**src/rtl/alu_pipe_if.sv**
```systemverilog
`default_nettype none
// ============================================================================
//  Module      : alu_pipe_if
//  Description : Operation-in / result-out handshake bundle for alu_pipe.
//                master = producer of operations / consumer of results,
//                slave  = the ALU pipeline itself.
//  Revision    : 1.0  initial release
// ============================================================================
interface alu_pipe_if #(
    parameter int WIDTH = 32,
    parameter int OPW   = 6
);
    logic             in_valid;
    logic             in_ready;
    logic [OPW-1:0]   op;
    logic [WIDTH-1:0] rs;
    logic [WIDTH-1:0] rt;
    logic [WIDTH-1:0] imm;
    logic [WIDTH-1:0] pc_in;
    logic [WIDTH-1:0] br_off;
    logic             out_valid;
    logic             out_ready;
    logic [WIDTH-1:0] rd;
    logic [WIDTH-1:0] A;
    logic [WIDTH-1:0] pc_out;
    logic             rd_we;
    logic             br_taken;
    logic             ovf;
    logic             illegal;

    modport master (
        output in_valid, op, rs, rt, imm, pc_in, br_off, out_ready,
        input  in_ready, out_valid, rd, A, pc_out, rd_we, br_taken, ovf, illegal
    );

    modport slave (
        input  in_valid, op, rs, rt, imm, pc_in, br_off, out_ready,
        output in_ready, out_valid, rd, A, pc_out, rd_we, br_taken, ovf, illegal
    );
endinterface
`default_nettype wire

```
**src/rtl/alu_pipe.sv**
```systemverilog
`default_nettype none
// ============================================================================
//  Module      : alu_pipe
//  Description : Single-issue ALU / branch unit with a registered result
//                stage and valid/ready handshakes. Non-multiply operations
//                complete in one cycle; MUL/MULI use an iterative radix-2
//                shift-add multiplier taking WIDTH+1 cycles.
//                Optional feature macro: ALU_PIPE_MUL_EN (multiplier present).
//                Without it MUL/MULI are reported as illegal opcodes.
//  Revision    : 1.0  initial release
// ============================================================================
module alu_pipe #(
    parameter int WIDTH = 32,
    parameter int OPW   = 6
) (
    input  logic      clk,
    input  logic      rst,
    alu_pipe_if.slave bus
);

    localparam logic [OPW-1:0] c_OP_ADD  = OPW'(0);
    localparam logic [OPW-1:0] c_OP_ADDI = OPW'(1);
    localparam logic [OPW-1:0] c_OP_SUB  = OPW'(2);
    localparam logic [OPW-1:0] c_OP_SUBI = OPW'(3);
    localparam logic [OPW-1:0] c_OP_MUL  = OPW'(4);
    localparam logic [OPW-1:0] c_OP_MULI = OPW'(5);
    localparam logic [OPW-1:0] c_OP_OR   = OPW'(6);
    localparam logic [OPW-1:0] c_OP_ORI  = OPW'(7);
    localparam logic [OPW-1:0] c_OP_AND  = OPW'(8);
    localparam logic [OPW-1:0] c_OP_ANDI = OPW'(9);
    localparam logic [OPW-1:0] c_OP_XOR  = OPW'(10);
    localparam logic [OPW-1:0] c_OP_XORI = OPW'(11);
    localparam logic [OPW-1:0] c_OP_LDW  = OPW'(12);
    localparam logic [OPW-1:0] c_OP_STW  = OPW'(13);
    localparam logic [OPW-1:0] c_OP_BZ   = OPW'(14);
    localparam logic [OPW-1:0] c_OP_BEQ  = OPW'(15);
    localparam logic [OPW-1:0] c_OP_JR   = OPW'(16);

    logic             w_accept;
    logic             w_mul_busy;
    logic             w_is_mul;

    logic [WIDTH-1:0] w_opb;
    logic [WIDTH-1:0] w_sum;
    logic [WIDTH-1:0] w_diff;
    logic [WIDTH-1:0] w_rd;
    logic [WIDTH-1:0] w_a;
    logic [WIDTH-1:0] w_pc;
    logic             w_rd_we;
    logic             w_br;
    logic             w_ovf;
    logic             w_ill;

    logic             r_out_valid;
    logic [WIDTH-1:0] r_rd;
    logic [WIDTH-1:0] r_a;
    logic [WIDTH-1:0] r_pc_out;
    logic             r_rd_we;
    logic             r_br_taken;
    logic             r_ovf;
    logic             r_illegal;

    // An accept presented while rst is high never reaches any state.
    assign w_accept     = bus.in_valid && bus.in_ready && !rst;
    assign bus.in_ready = !w_mul_busy && (!r_out_valid || bus.out_ready);

    assign bus.out_valid = r_out_valid;
    assign bus.rd        = r_rd;
    assign bus.A         = r_a;
    assign bus.pc_out    = r_pc_out;
    assign bus.rd_we     = r_rd_we;
    assign bus.br_taken  = r_br_taken;
    assign bus.ovf       = r_ovf;
    assign bus.illegal   = r_illegal;

    // Single-cycle decode/execute of the operation on the input bus.
    // Odd opcodes in the arithmetic/logic range take imm as second operand.
    always_comb begin
        w_opb    = bus.op[0] ? bus.imm : bus.rt;
        w_sum    = bus.rs + w_opb;
        w_diff   = bus.rs - w_opb;
        w_rd     = '0;
        w_a      = '0;
        w_pc     = bus.pc_in;
        w_rd_we  = 1'b0;
        w_br     = 1'b0;
        w_ovf    = 1'b0;
        w_ill    = 1'b0;
        w_is_mul = 1'b0;
        case (bus.op)
            c_OP_ADD, c_OP_ADDI: begin
                w_rd    = w_sum;
                w_rd_we = 1'b1;
                w_ovf   = (bus.rs[WIDTH-1] == w_opb[WIDTH-1]) &&
                          (w_sum[WIDTH-1] != bus.rs[WIDTH-1]);
            end
            c_OP_SUB, c_OP_SUBI: begin
                w_rd    = w_diff;
                w_rd_we = 1'b1;
                w_ovf   = (bus.rs[WIDTH-1] != w_opb[WIDTH-1]) &&
                          (w_diff[WIDTH-1] != bus.rs[WIDTH-1]);
            end
            c_OP_MUL, c_OP_MULI: begin
`ifdef ALU_PIPE_MUL_EN
                w_is_mul = 1'b1;
`else
                w_ill    = 1'b1;
                w_pc     = '0;
`endif
            end
            c_OP_OR, c_OP_ORI: begin
                w_rd    = bus.rs | w_opb;
                w_rd_we = 1'b1;
            end
            c_OP_AND, c_OP_ANDI: begin
                w_rd    = bus.rs & w_opb;
                w_rd_we = 1'b1;
            end
            c_OP_XOR, c_OP_XORI: begin
                w_rd    = bus.rs ^ w_opb;
                w_rd_we = 1'b1;
            end
            c_OP_LDW, c_OP_STW: begin
                w_a = bus.rs + bus.imm;
            end
            c_OP_BZ: begin
                w_br = (bus.rs == '0);
                if (w_br) w_pc = bus.pc_in + bus.br_off;
            end
            c_OP_BEQ: begin
                w_br = (bus.rs == bus.rt);
                if (w_br) w_pc = bus.pc_in + bus.br_off;
            end
            c_OP_JR: begin
                w_br = 1'b1;
                w_pc = bus.rs;
            end
            default: begin
                w_ill = 1'b1;
                w_pc  = '0;
            end
        endcase
    end

`ifdef ALU_PIPE_MUL_EN
    localparam int         c_CW     = (WIDTH > 1) ? $clog2(WIDTH) : 1;
    localparam logic [1:0] c_S_IDLE = 2'd0;
    localparam logic [1:0] c_S_MUL  = 2'd1;
    localparam logic [1:0] c_S_DONE = 2'd2;

    logic [1:0]         r_state;
    logic [1:0]         w_state_nxt;
    logic [c_CW-1:0]    r_cnt;
    logic [2*WIDTH-1:0] r_acc;
    logic [2*WIDTH-1:0] r_mcand;
    logic [WIDTH-1:0]   r_mplier;
    logic [WIDTH-1:0]   r_mpc;
    logic               r_neg;
    logic [WIDTH-1:0]   w_abs_a;
    logic [WIDTH-1:0]   w_abs_b;
    logic [2*WIDTH-1:0] w_acc_nxt;
    logic [2*WIDTH-1:0] w_prod;
    logic               w_mul_start;
    logic               w_mul_last;
    logic               w_mul_ovf;

    // Multiply on magnitudes, sign restored at the end; the most negative
    // operand's magnitude still fits as an unsigned WIDTH-bit value.
    assign w_abs_a     = bus.rs[WIDTH-1] ? (~bus.rs + 1'b1) : bus.rs;
    assign w_abs_b     = w_opb[WIDTH-1]  ? (~w_opb + 1'b1)  : w_opb;
    assign w_mul_start = w_accept && w_is_mul;
    assign w_mul_busy  = (r_state == c_S_MUL);
    assign w_mul_last  = (r_state == c_S_MUL) && (r_cnt == '0);
    // MSB-first shift-add: one multiplier bit per cycle, counter WIDTH-1 .. 0.
    assign w_acc_nxt   = {r_acc[2*WIDTH-2:0], 1'b0} + (r_mplier[r_cnt] ? r_mcand : '0);
    assign w_prod      = r_neg ? (~w_acc_nxt + 1'b1) : w_acc_nxt;
    // Fits in WIDTH signed bits only if the top WIDTH+1 bits are a sign run.
    assign w_mul_ovf   = !((&w_prod[2*WIDTH-1:WIDTH-1]) || ~(|w_prod[2*WIDTH-1:WIDTH-1]));

    // Multiplier FSM state register.
    always_ff @(posedge clk) begin
        if (rst) r_state <= c_S_IDLE;
        else     r_state <= w_state_nxt;
    end

    // Multiplier FSM next-state: IDLE -> MUL (WIDTH cycles) -> DONE.
    always_comb begin
        w_state_nxt = r_state;
        case (r_state)
            c_S_IDLE: if (w_mul_start) w_state_nxt = c_S_MUL;
            c_S_MUL:  if (r_cnt == '0) w_state_nxt = c_S_DONE;
            c_S_DONE: w_state_nxt = w_mul_start ? c_S_MUL : c_S_IDLE;
            default:  w_state_nxt = c_S_IDLE;
        endcase
    end

    // Multiplier datapath: operand capture at accept, then accumulate.
    always_ff @(posedge clk) begin
        if (rst) begin
            r_cnt    <= '0;
            r_acc    <= '0;
            r_mcand  <= '0;
            r_mplier <= '0;
            r_mpc    <= '0;
            r_neg    <= 1'b0;
        end else if (w_mul_start) begin
            r_cnt    <= c_CW'(WIDTH-1);
            r_acc    <= '0;
            r_mcand  <= {{WIDTH{1'b0}}, w_abs_a};
            r_mplier <= w_abs_b;
            r_mpc    <= bus.pc_in;
            r_neg    <= bus.rs[WIDTH-1] ^ w_opb[WIDTH-1];
        end else if (r_state == c_S_MUL) begin
            r_acc <= w_acc_nxt;
            if (r_cnt != '0) r_cnt <= r_cnt - 1'b1;
        end
    end
`else
    assign w_mul_busy = 1'b0;
`endif

    // Result stage: load on accept or multiply completion, hold while stalled,
    // drop valid once the consumer has taken the beat.
    always_ff @(posedge clk) begin
        if (rst) begin
            r_out_valid <= 1'b0;
            r_rd        <= '0;
            r_a         <= '0;
            r_pc_out    <= '0;
            r_rd_we     <= 1'b0;
            r_br_taken  <= 1'b0;
            r_ovf       <= 1'b0;
            r_illegal   <= 1'b0;
        end else if (w_accept && !w_is_mul) begin
            r_out_valid <= 1'b1;
            r_rd        <= w_rd;
            r_a         <= w_a;
            r_pc_out    <= w_pc;
            r_rd_we     <= w_rd_we;
            r_br_taken  <= w_br;
            r_ovf       <= w_ovf;
            r_illegal   <= w_ill;
`ifdef ALU_PIPE_MUL_EN
        end else if (w_mul_last) begin
            r_out_valid <= 1'b1;
            r_rd        <= w_prod[WIDTH-1:0];
            r_a         <= '0;
            r_pc_out    <= r_mpc;
            r_rd_we     <= 1'b1;
            r_br_taken  <= 1'b0;
            r_ovf       <= w_mul_ovf;
            r_illegal   <= 1'b0;
`endif
        end else if (bus.out_ready || w_accept) begin
            r_out_valid <= 1'b0;
        end
    end

endmodule
`default_nettype wire

```
**src/flat_wrapper.sv**
```systemverilog
// flat-port wrapper written by rule: the top's interface ports become plain ports
module alu_pipe_flat 
#(
    parameter int WIDTH = 32,
    parameter int OPW   = 6
)
  (clk, rst, bus_in_valid, bus_op, bus_rs, bus_rt, bus_imm, bus_pc_in, bus_br_off, bus_out_ready, bus_in_ready, bus_out_valid, bus_rd, bus_A, bus_pc_out, bus_rd_we, bus_br_taken, bus_ovf, bus_illegal);
  alu_pipe_if #(.WIDTH(WIDTH), .OPW(OPW)) bus_i ();
  input  logic clk;
  input  logic rst;
  input wire logic [$bits(bus_i.in_valid)-1:0] bus_in_valid;
  input wire logic [$bits(bus_i.op)-1:0] bus_op;
  input wire logic [$bits(bus_i.rs)-1:0] bus_rs;
  input wire logic [$bits(bus_i.rt)-1:0] bus_rt;
  input wire logic [$bits(bus_i.imm)-1:0] bus_imm;
  input wire logic [$bits(bus_i.pc_in)-1:0] bus_pc_in;
  input wire logic [$bits(bus_i.br_off)-1:0] bus_br_off;
  input wire logic [$bits(bus_i.out_ready)-1:0] bus_out_ready;
  output wire logic [$bits(bus_i.in_ready)-1:0] bus_in_ready;
  output wire logic [$bits(bus_i.out_valid)-1:0] bus_out_valid;
  output wire logic [$bits(bus_i.rd)-1:0] bus_rd;
  output wire logic [$bits(bus_i.A)-1:0] bus_A;
  output wire logic [$bits(bus_i.pc_out)-1:0] bus_pc_out;
  output wire logic [$bits(bus_i.rd_we)-1:0] bus_rd_we;
  output wire logic [$bits(bus_i.br_taken)-1:0] bus_br_taken;
  output wire logic [$bits(bus_i.ovf)-1:0] bus_ovf;
  output wire logic [$bits(bus_i.illegal)-1:0] bus_illegal;
  assign bus_i.in_valid = bus_in_valid;
  assign bus_i.op = bus_op;
  assign bus_i.rs = bus_rs;
  assign bus_i.rt = bus_rt;
  assign bus_i.imm = bus_imm;
  assign bus_i.pc_in = bus_pc_in;
  assign bus_i.br_off = bus_br_off;
  assign bus_i.out_ready = bus_out_ready;
  assign bus_in_ready = bus_i.in_ready;
  assign bus_out_valid = bus_i.out_valid;
  assign bus_rd = bus_i.rd;
  assign bus_A = bus_i.A;
  assign bus_pc_out = bus_i.pc_out;
  assign bus_rd_we = bus_i.rd_we;
  assign bus_br_taken = bus_i.br_taken;
  assign bus_ovf = bus_i.ovf;
  assign bus_illegal = bus_i.illegal;
  alu_pipe #(.WIDTH(WIDTH), .OPW(OPW)) u_core (.clk(clk), .rst(rst), .bus(bus_i));
endmodule
```
**config.mk**
```make
export PLATFORM = sky130hd
export DESIGN_NAME = alu_pipe_flat
export DESIGN_NICKNAME = d
export VERILOG_FILES = /design/src/rtl/alu_pipe_if.sv /design/src/rtl/alu_pipe.sv /design/src/flat_wrapper.sv
export SDC_FILE = /design/constraint.sdc
export NUM_CORES = 1
export LEC_CHECK = 0
export BUFFER_PORTS_ARGS = -buffer_cell sky130_fd_sc_hd__buf_4
export CORE_MARGIN = 2
export CORE_UTILIZATION = 30
export CTS_CLUSTER_SIZE = 24
export DETAILED_ROUTE_END_ITERATION = 8
export PLACE_DENSITY = 0.48
export REMOVE_ABC_BUFFERS = 1
export SKIP_CTS_REPAIR_TIMING = 1
export SLEW_MARGIN = 40
export SYNTH_ARGS = -nofsm -noshare
export SYNTH_HDL_FRONTEND = slang
export SYNTH_SLANG_ARGS = --single-unit
export TNS_END_PERCENT = 20
```
**constraint.sdc**
```tcl
create_clock -name clk -period 4.94 [get_ports clk]
set_input_delay 0.988 -clock clk [delete_from_list [all_inputs] [get_ports clk]]
set_output_delay 0.988 -clock clk [all_outputs]
set_load 0.005 [all_outputs]
```
Word level (Yosys, flattened, before mapping)
Index checks and enable logic that the tools add are counted.
{"block": "totals", "reg_bits": 101, "input_bits": 170, "output_inout_bits": 102, "wordCells": 66}
{"block": "classes", "addsub": 4, "n_eq_ne": 19, "n_mux": 12, "bitwise_logic": 3, "reduce_logical": 20}
{"cell": "$pmux 32 s5", "n": 1}
{"cell": "$mux 32", "n": 4}
{"cell": "$pmux 32 s4", "n": 1}
{"cell": "$add 32x32->32", "n": 3}
{"cell": "$eq 6x4->1 const B", "n": 8}
{"cell": "$and 32x32->32", "n": 1}
{"cell": "$eq 32x32->1", "n": 1}
{"cell": "$logic_not 32->1", "n": 1}
{"cell": "$or 32x32->32", "n": 1}
{"cell": "$sub 32x32->32", "n": 1}
{"cell": "$xor 32x32->32", "n": 1}
{"cell": "$reduce_or 15->1", "n": 1}
{"cell": "$eq 6x2->1 const B", "n": 2}
{"cell": "$eq 6x3->1 const B", "n": 2}
{"cell": "$reduce_or 12->1", "n": 1}
{"cell": "$reduce_or 2->1", "n": 6}
{"cell": "$reduce_or 10->1", "n": 1}
{"cell": "$eq 6x1->1 const B", "n": 1}
{"cell": "$eq 6x5->1 const B", "n": 1}
{"cell": "$logic_not 6->1", "n": 1}
{"cell": "$logic_and 1x1->1", "n": 4}
{"cell": "$mux 1", "n": 4}
{"cell": "$ne 1x1->1", "n": 3}
{"cell": "$pmux 1 s3", "n": 1}
{"cell": "other kinds (5)", "n": 7}

Depth between registers and ports, before layout
Gate-level depths: netlist of the first run.
{"block": "logic_depth", "word_depth": 7, "depth_mapped": 17, "depth_no_buf": 15}

Worst setup path after synthesis of the first run
OpenSTA, ideal clock, no wires.
{"block": "synth_timing", "kind": "input-to-reg", "startpoint": "input bus_op[0]", "endpoint": "register u_core.r_rd[29] (netlist: u_core.bus.rd[29])", "arrival_ns": 4.884, "required_time_ns": 4.866, "slack_ns": -0.019, "cell_stages": 14, "n_path_buf": 2, "path_cell_list": "clkbuf_1 -> clkbuf_1 -> mux2i_1 -> ha_1 -> or3b_4 -> a31oi_4 -> o31ai_4 -> a311oi_4 -> a21oi_2 -> o41ai_4 -> a21boi_2 -> o21a_1 -> or4_1 -> a31oi_1"}
{"block": "synth_between", "elab_chain_len": 3}
{"item": "start: declaration", "line": "flat_wrapper.sv:12", "source": "input wire logic [$bits(bus_i.op)-1:0] bus_op;"}
{"item": "$mux 32 (tied with other cells)", "line": "alu_pipe.sv:79", "source": "w_opb = bus.op[0] ? bus.imm : bus.rt;"}
{"item": "$sub 32x32->32 (tied with other cells)", "line": "alu_pipe.sv:81", "source": "w_diff = bus.rs - w_opb;"}
{"item": "$pmux 32 s5 *", "line": "alu_pipe.sv:90", "source": "case (bus.op)"}
{"item": "end signal: assignment", "line": "alu_pipe.sv:236", "source": "r_rd <= w_rd;"}
{"item": "end: declaration", "line": "alu_pipe.sv:55", "source": "logic [WIDTH-1:0] r_rd;"}
Every way passes the cells marked *; elsewhere a longest branch is shown, timed or not.
A chain may end at the register's enable or synchronous reset.

Worst setup path after layout of the first run
{"block": "layout_timing", "startpoint": "input bus_op[0]", "endpoint": "register u_core.r_ovf (netlist: u_core.bus.ovf)"}
{"block": "layout_between", "elab_chain_len": 5}
{"item": "$mux 32", "line": "alu_pipe.sv:79"}
{"item": "$sub 32x32->32 / $add 32x32->32 (equally long branches)", "line": "alu_pipe.sv:81, alu_pipe.sv:80"}
{"item": "$ne 1x1->1 (on tied branches)", "line": "alu_pipe.sv:101, alu_pipe.sv:95"}
{"item": "$logic_and 1x1->1 (on tied branches)", "line": "alu_pipe.sv:100, alu_pipe.sv:94"}
{"item": "$pmux 1 s2 *", "line": "alu_pipe.sv:90"}
{"item": "end signal: assignment", "line": "alu_pipe.sv:241", "source": "r_ovf <= w_ovf;"}
{"item": "end: declaration", "line": "alu_pipe.sv:60", "source": "logic r_ovf;"}
Marked as above.

==> results of run 1 <==
[sequential cells by signal, indices dropped and copies added, names as in the netlist]
register	flops
u_core.bus.pc_out	32
u_core.bus.ovf	1
u_core.bus.br_taken	1
u_core.bus.rd_we	1
u_core.bus.A	32
u_core.bus.out_valid	1
u_core.bus.rd	32
u_core.bus.illegal	1
[metal layers]
| layer | track usage, % | vias up |
|---|---|---|
| met2 | 41.7 | 500 |
| met1 | 31.7 | 6475 |
| met4 | 8.62 | 6 |
| met5 | 0 | - |
| li1 | - | 6650 |
| met3 | 4.36 | 83 |
[stage by stage]
stage / cells / instance area [µm²] / worst slack, ns
3_3_place_gp: 2441 / 15300 / 0.322
4_1_cts: 2457 / 15600 / 0.654
3_5_place_dp: 2441 / 15300 / 0.217
2_1_floorplan: 1592 / 12300 / -1.14
6_report: 2463 / 15700 / 0.632
5_1_grt: 2462 / 15700 / 0.300
[worst register-to-register path, delay by kind of cell (launching register included)]
kind	cells	cell delay, ns
buffers and inverters	2	0.52
AOI/OAI and AO/OA	4	1.01
DFF	1	0.34
and+or+nand+nor	3	0.36
[cell families (layout without fill, tap and decap cells)]
kind of cell             Yosys count  after routing
adder cells (fa/ha/maj)          175            175
XOR/XNOR                          96             96
other                              0              5
flip-flops                       101            101
AO/OA/AOI/OAI                    623            623
AND/OR/NAND/NOR                  439            439
multiplexers                      42             42
buffers and inverters            196            443
[power by group through the flow]
stage | clock, µW | combinational [µW] | sequential [µW]
after CTS | 835 | 1400 | 829
after floorplan | 0 | 875 | 848
after global placement | 0 | 1390 | 848
after global routing | 869 | 1550 | 831
final | 817 | 1420 | 829
after detailed placement | 0 | 1400 | 848
[cell type report]
type	instances	share of cell area, %
Antenna cell	5	0.0798
Multi-Input combinational cell	1375	63.0
Sequential cell	101	12.9
Clock buffer	10	1.52
Inverter	116	2.78
Tap cell	539	4.30
Clock inverter	6	0.439
Timing Repair Buffer	311	15.0
[cells in the final DEF (no fill, tap or decap), drive strengths merged, types with 6 or more instances in the layout]
master   Yosys  final
buf         17    311
ha         171    171
a21oi      165    165
nand2      126    126
o21ai      126    126
inv        116    118
nor2       114    114
dfxtp      101    101
a22o        51     51
xnor2       50     50
a21o        47     47
xor2        46     46
mux2i       37     37
nand3       33     33
nor3        29     29
a22oi       28     28
nand2b      27     27
o21bai      24     24
a211oi      22     22
nor4        18     18
a31oi       18     18
nor2b       16     16
a221oi      16     16
o211ai      15     15
nand4       14     14
o21a        12     12
or3         11     11
a211o       11     11
and3        11     11
o221ai      10     10
or2         10     10
o31ai       10     10
clkbuf      63     10
o41ai        7      7
and4         6      6
a21boi       6      6
and2         6      6
a2111oi      6      6
[worst paths after layout]
| check | from | slack [ns] | endpoint | depth (start not counted) |
|---|---|---|---|---|
| min | u_core.bus.rd_we$_SDFFE_PP0P_ | 0.45 | u_core.bus.rd_we$_SDFFE_PP0P_ | 2 |
| max | bus_op[0] | 0.63 | u_core.bus.ovf$_SDFFE_PP0P_ | 14 |
| max reg2reg | u_core.bus.out_valid$_SDFFE_PP0P_ | 2.67 | u_core.bus.rd[26]$_SDFFE_PP0P_ | 9 |
| min reg2reg | u_core.bus.rd_we$_SDFFE_PP0P_ | 0.45 | u_core.bus.rd_we$_SDFFE_PP0P_ | 2 |
==> impl_results.md, run 1 <==
* Outcome: complete, no violations
* Register bit total from synthesis at 101
* Leak pwr at 0.00711 µW
* Commonest cells post-synth: ha_1 (171), a21oi_1 (164), nand2_1 (126), o21ai_0 (125), inv_1 (116)
* CP Capture Type: flop
* RePlAce Congestion at 0.921
* YS warnings at 0
* Xor/xnor share of the synthesized area at 6.68%
* Mean Syn Cell Area at 7.53 µm²
* Post-detail-place hpwl at 44000 µm
* Yosys top cell by area: ha_1
* CTS tree: done
* Final ANT Viol Nets at 0
* Mux cell area share after synthesis at 3.39%
* # IOs at 272
* DR vias at 13700
* Min cycle time layout at 4.31 ns
* Share of post-route cells with drive strength above 1 at 19.2%
* Net switching power figure at 1260 µW
* Rel. slew slack at 47.1%
* Clock Sinks at 101
* Clk Latency, worst-skew pair at 0.40 ns
* DRC viols at 0
* Largest family of logic cells by synthesized area: compound AO/OA/AOI/OAI gates
* Met2 WL at 25800 µm
* Compound-gate portion of the synthesized area at 33.4%
* Area of the die at 0.0436 mm²
* CTS H-tree depth at 3
* Int Pwr at 1810 µW
* Routed length on met3 at 3530 µm
* Power Dens Cells at 196 mW/mm²
* Initial core utilization at 30.2%
* Final period utilization at 87.2%
* Mapped cell area at 0.0126 mm²
* Final Util at 37.6%
* Worst Hold Class: flop to flop
* Most frequent CP cell: buf_4
* Mapped Cells at 1672
* CTS buffer count at 9
* Max IR drop VDD at 0.172 mV
* Initial DRC count at 1088
* Final wirelength at 55100 µm
* Clock network power share at 26.6%
* Max cap viols at 0
* Total Routing Usage GR at 24.7%
* Top layer in use: met5
* Die W at 209 µm
* DR WL/cell at 22.4 µm
* # port buffers at 271
* Delay-heaviest family, CP: compound AO/OA/AOI/OAI gates
* Setup TNS at 0 ns
* Unique cell type count in the Yosys netlist at 83
* Worst EP required at 5.24 ns
* Total gr overflow at 0
* DRT Pass-1 Iters at 5
* Final setup fails at 0
* Kind of critical path: input port to flop
* Combinational power share at 46.3%
* Seq/Total Area, Yosys at 16.1%
* CORE AREA at 0.0417 mm²
* Area grow syn2layout at 24.6%
* Number of global-route vias before repair at 13400
* Simple-gate share of the synthesized area at 16.8%
* RSZ-0062 raised after global routing: no
* Worst-Margin Slew at 0.792 ns
* Buffers and inverters on the worst path at 2
* Worst EP arrival at 4.61 ns
* Fillers at 4454
* FF/Latch Area at 0.00202 mm²
* Maximum fanout along the worst path at 14
* Clock transition at path regs at 0.09 ns
* Worst Clk Skew at 0.0148 ns
* Largest net degree at the start of global routing at 47
* Async set-reset flop share out of synthesis at 0%
* Clk buf depth at 2
* FP Rows at 75
* Max stage delay on crit path at 0.45 ns
* Hold Vio Cnt, Final at 0
* WL met1 at 24200 µm
* Root buffer cell: clkbuf_16
* Slew Viols, Final at 0
* Most common cell in the netlist: ha_1
* Startpoint types: input port
* Die height at 209 µm
* Multi-input logic area at 0.00987 mm²
* Fmax at 0.232 GHz
* Slowest CP cell: or3b_4
* First-pass GRT wire length at 82300 µm
* Post-synth EDFFs at 0
* Crit-path cells: buf_4 > mux2i_1 > ha_1 > or3b_4 > a31oi_4 > o31ai_4 > a311oi_4 > a21oi_2 > o41ai_4 > buf_4 > a21oi_1 > o311ai_1 > xnor2_1 > o21ai_0
* Synth top area cells: ha_1 (17%), dfxtp_1 (16%), a21oi_1 (6.5%)
* Top FF cell, synth: dfxtp_1
* Sequential Power Share at 27.0%
* Top cell type's share of synthesized area at 17.0%
* Initial antenna violation count at 8
* NumNets Final at 2259
* Post-DR vias/cell at 5.57
* Pwr Total at 3070 µW
* Min Hold Slack at 0.448 ns
* Sw frac at 41.0%
* Post-synthesis adder-cell area fraction at 17.6%
No activity file was read; power rests on OpenSTA's default activity.
==> inputs of run 2 (changes only) <==
--- a/config.mk
+++ b/config.mk
@@ -6,11 +6,13 @@
 export NUM_CORES = 1
 export LEC_CHECK = 0
 export BUFFER_PORTS_ARGS = -buffer_cell sky130_fd_sc_hd__buf_4
+export CELL_PAD_IN_SITES_DETAIL_PLACEMENT = 1
+export CELL_PAD_IN_SITES_GLOBAL_PLACEMENT = 2
 export CORE_MARGIN = 2
-export CORE_UTILIZATION = 30
+export CORE_UTILIZATION = 29
 export CTS_CLUSTER_SIZE = 24
 export DETAILED_ROUTE_END_ITERATION = 8
-export PLACE_DENSITY = 0.48
+export PLACE_DENSITY = 0.76
 export REMOVE_ABC_BUFFERS = 1
 export SKIP_CTS_REPAIR_TIMING = 1
 export SLEW_MARGIN = 40
==> run 2 against run 1 <==
- maximum frequency is 1.9% lower
- design area is 0.42% higher
- final cell count is 2.0% higher
- non-clock buffer count is 8 higher
- clock power is 8.1% lower
- clock skew is 0.0010 ns higher
- die area is 3.4% higher
- critical path depth is 2 higher
- wire length is 6.0% higher
- combinational power hardly changed
- total power is 1.3% lower
- sequential power hardly changed
- critical endpoint is now u_core.bus.rd[26]$_SDFFE_PP0P_
- largest power group unchanged
==> impl_results.md, run 2 (synthesis gave the netlist of run 1 again) <==
* Setup WS post-layout at 0.550 ns (-0.0816 ns)
* Int Pwr at 1760 µW (-2.8%)
* Largest net degree at the start of global routing at 70 (+49%)
* Final setup fails at 0 (unchanged)
* Area grow syn2layout at 25.1%
* Placed cells at 2496 (+2.3%)
* Slowest CP cell: or4_1
* Min cycle time layout at 4.39 ns (+0.0816 ns)
* Rel. slew slack at 46.5% (-0.53 points)
* Pre-CTS WS at 0.165 ns (-0.0523 ns)
* Clk Latency, worst-skew pair at 0.40 ns (about the same)
* CORE AREA at 0.0430 mm² (+3.2%)
* Sequential Power Share at 27.4% (+0.4 points)
* DR vias at 14000 (+2.0%)
* Max IR drop VDD at 0.167 mV (-2.9%)
* Area of the die at 0.0451 mm² (+3.4%)
* CTS H-tree depth at 3 (unchanged)
* Leading cell types in the layout, fill and taps excluded: buf_4 (318), ha_1 (171), a21oi_1 (162)
* Final cell count without fillers at 2512 (+2.0%)
* Root buffer cell: clkbuf_16
* Fmax at 0.228 GHz (-1.9%)
* Share of post-route cells with drive strength above 1 at 19.4% (+0.24 points)
* # IOs at 272 (unchanged)
* Kind of critical path: input port to flop
* FP Rows at 76 (+1.3%)
* Crit-path cells: buf_4 > mux2i_1 > inv_1 > ha_1 > inv_1 > fa_1 > a21oi_1 > or4_1 > a211o_1 > a21o_1 > nand2_1 > a211oi_1 > o21bai_1 > a221oi_1 > a211o_1 > a211o_1
* Power Dens Cells at 192 mW/mm² (-1.7%)
* DR WL/cell at 23.2 µm (+3.9%)
* Worst EP arrival at 4.69 ns (+0.08 ns)
* Clock transition at path regs at 0.08 ns (about the same)
* First-pass GRT wire length at 87400 µm (+6.3%)
* Max stage delay on crit path at 0.46 ns (about the same)
* Initial DRC count at 668 (-39%)
* RePlAce Congestion at 0.931 (+1.0%)
* Clock Sinks at 101 (unchanged)
* Hold Vio Cnt, Final at 0 (unchanged)
* Final ANT Viol Nets at 0 (unchanged)
* Max cap viols at 0 (unchanged)
* Startpoint types: input port
* # port buffers at 271 (unchanged)
* Number of global-route vias before repair at 14400 (+7.4%)
* Clk buf depth at 2 (unchanged)
* Launch point of the worst reg-to-reg path: u_core.bus.out_valid$_SDFFE_PP0P_
* CTS tree: done
* Die W at 212 µm (+1.7%)
* Buffers and inverters on the worst path at 3 (+1)
* Combinational power share at 47.8% (+1.5 points)
* Final wirelength at 58400 µm (+6.0%)
* Leak pwr at 0.00714 µW (+0.34%)
* Sw frac at 41.9% (+0.90 points)
* Slew Viols, Final at 0 (unchanged)
* DRT Pass-1 Iters at 4 (-1)
* Worst Hold Class: flop to flop
* Worst EP required at 5.24 ns (about the same)
* Post-detail-place hpwl at 46900 µm (+6.7%)
* CP Capture Type: flop
* Total gr overflow at 0 (unchanged)
* Initial antenna violation count at 4 (-4)
* Worst Clk Skew at 0.0158 ns (+0.00102 ns)
* RSZ-0062 raised after global routing: no
* Die height at 212 µm (+1.7%)
* Worst Setup SP: bus_op[0]
* Outcome: complete, no violations
* Most frequent CP cell: a211o_1
* Maximum fanout along the worst path at 20 (+6)
* Final period utilization at 88.9% (+1.7 points)
* Worst-Margin Slew at 0.800 ns (+0.00804 ns)
* Initial core utilization at 29.3% (-0.92 points)
* Hold Crit Start: u_core.bus.rd_we$_SDFFE_PP0P_
* Delay-heaviest family, CP: compound AO/OA/AOI/OAI gates
* Post-DR vias/cell at 5.57 (about the same)
* Total Routing Usage GR at 25.8% (+1.1 points)
* Net switching power figure at 1270 µW (+0.90%)
* Commonest non-fill, non-tap cell in the layout: buf_4
* Clock network power share at 24.8% (-1.8 points)
* NumNets Final at 2267 (+0.35%)
* CTS buffer count at 9 (unchanged)
* DRC viols at 0 (unchanged)
## run 2: changes by cell type in the layout (fill, tap and decap cells not counted), moves of 2 or more
cell       delta
buf_4         +9
diode_2       -4
a2111oi_0     +2
a2111oi_1     -2
inv_6         -2
## run 2: path summary, 6_finish.rpt
check | endpoint | slack [ns] | depth (start not counted)
max reg2reg | u_core.bus.rd[24]$_SDFFE_PP0P_ | 2.72 | 8
min | u_core.bus.rd_we$_SDFFE_PP0P_ | 0.45 | 2
max | u_core.bus.rd[26]$_SDFFE_PP0P_ | 0.55 | 16
min reg2reg | u_core.bus.rd_we$_SDFFE_PP0P_ | 0.45 | 2
## run 2: area by class of cell
cell class	instances	area, µm²
sequential	101	2020
clock buffer	11	243
inverter	116	435
timing repair buffer	319	2410
fill	5345	27200
tap	585	732
multi-input combinational	1375	9860
antenna	1	2.50
clock inverter	4	33.8
## run 2: power groups by stage
stage / registers [µW] / clock network (µW) / logic [µW]
3_3_place_gp: 848 / 0 / 1410
6_report: 829 / 751 / 1450
4_1_cts: 829 / 785 / 1440
2_1_floorplan: 848 / 0 / 875
5_1_grt: 831 / 808 / 1580
3_5_place_dp: 848 / 0 / 1430
## run 2: worst register-to-register path: stages (launching register included)
cell and delay (ns):
dfxtp_1 0.34, nand2b_1 0.15, a21oi_4 0.60, nand2_1 0.16, o21ai_0 0.10, a221oi_1 0.08
and3_1 0.22, mux2_2 0.26, a211oi_1 0.22
## run 2: per-layer routing
layer  wire length (µm)  global-route usage (%)
met5                 47                       0
met4               1760                    8.56
met3               3250                    5.67
met2              27900                    43.9
met1              25400                    32.2
## run 2: stage by stage
stage	instance area (µm²)	util (%)	hold slack, ns	power [µW]	setup TNS, ns
after floorplan	12300	-	0.435	1720	-37.85
final	15700	36.6	0.453	3030	0
after CTS	15700	36.6	0.459	3050	0
after global routing	15700	36.6	0.480	3220	0
after global placement	15500	36.0	0.444	2260	0
after detailed placement	15500	36.0	0.447	2270	0
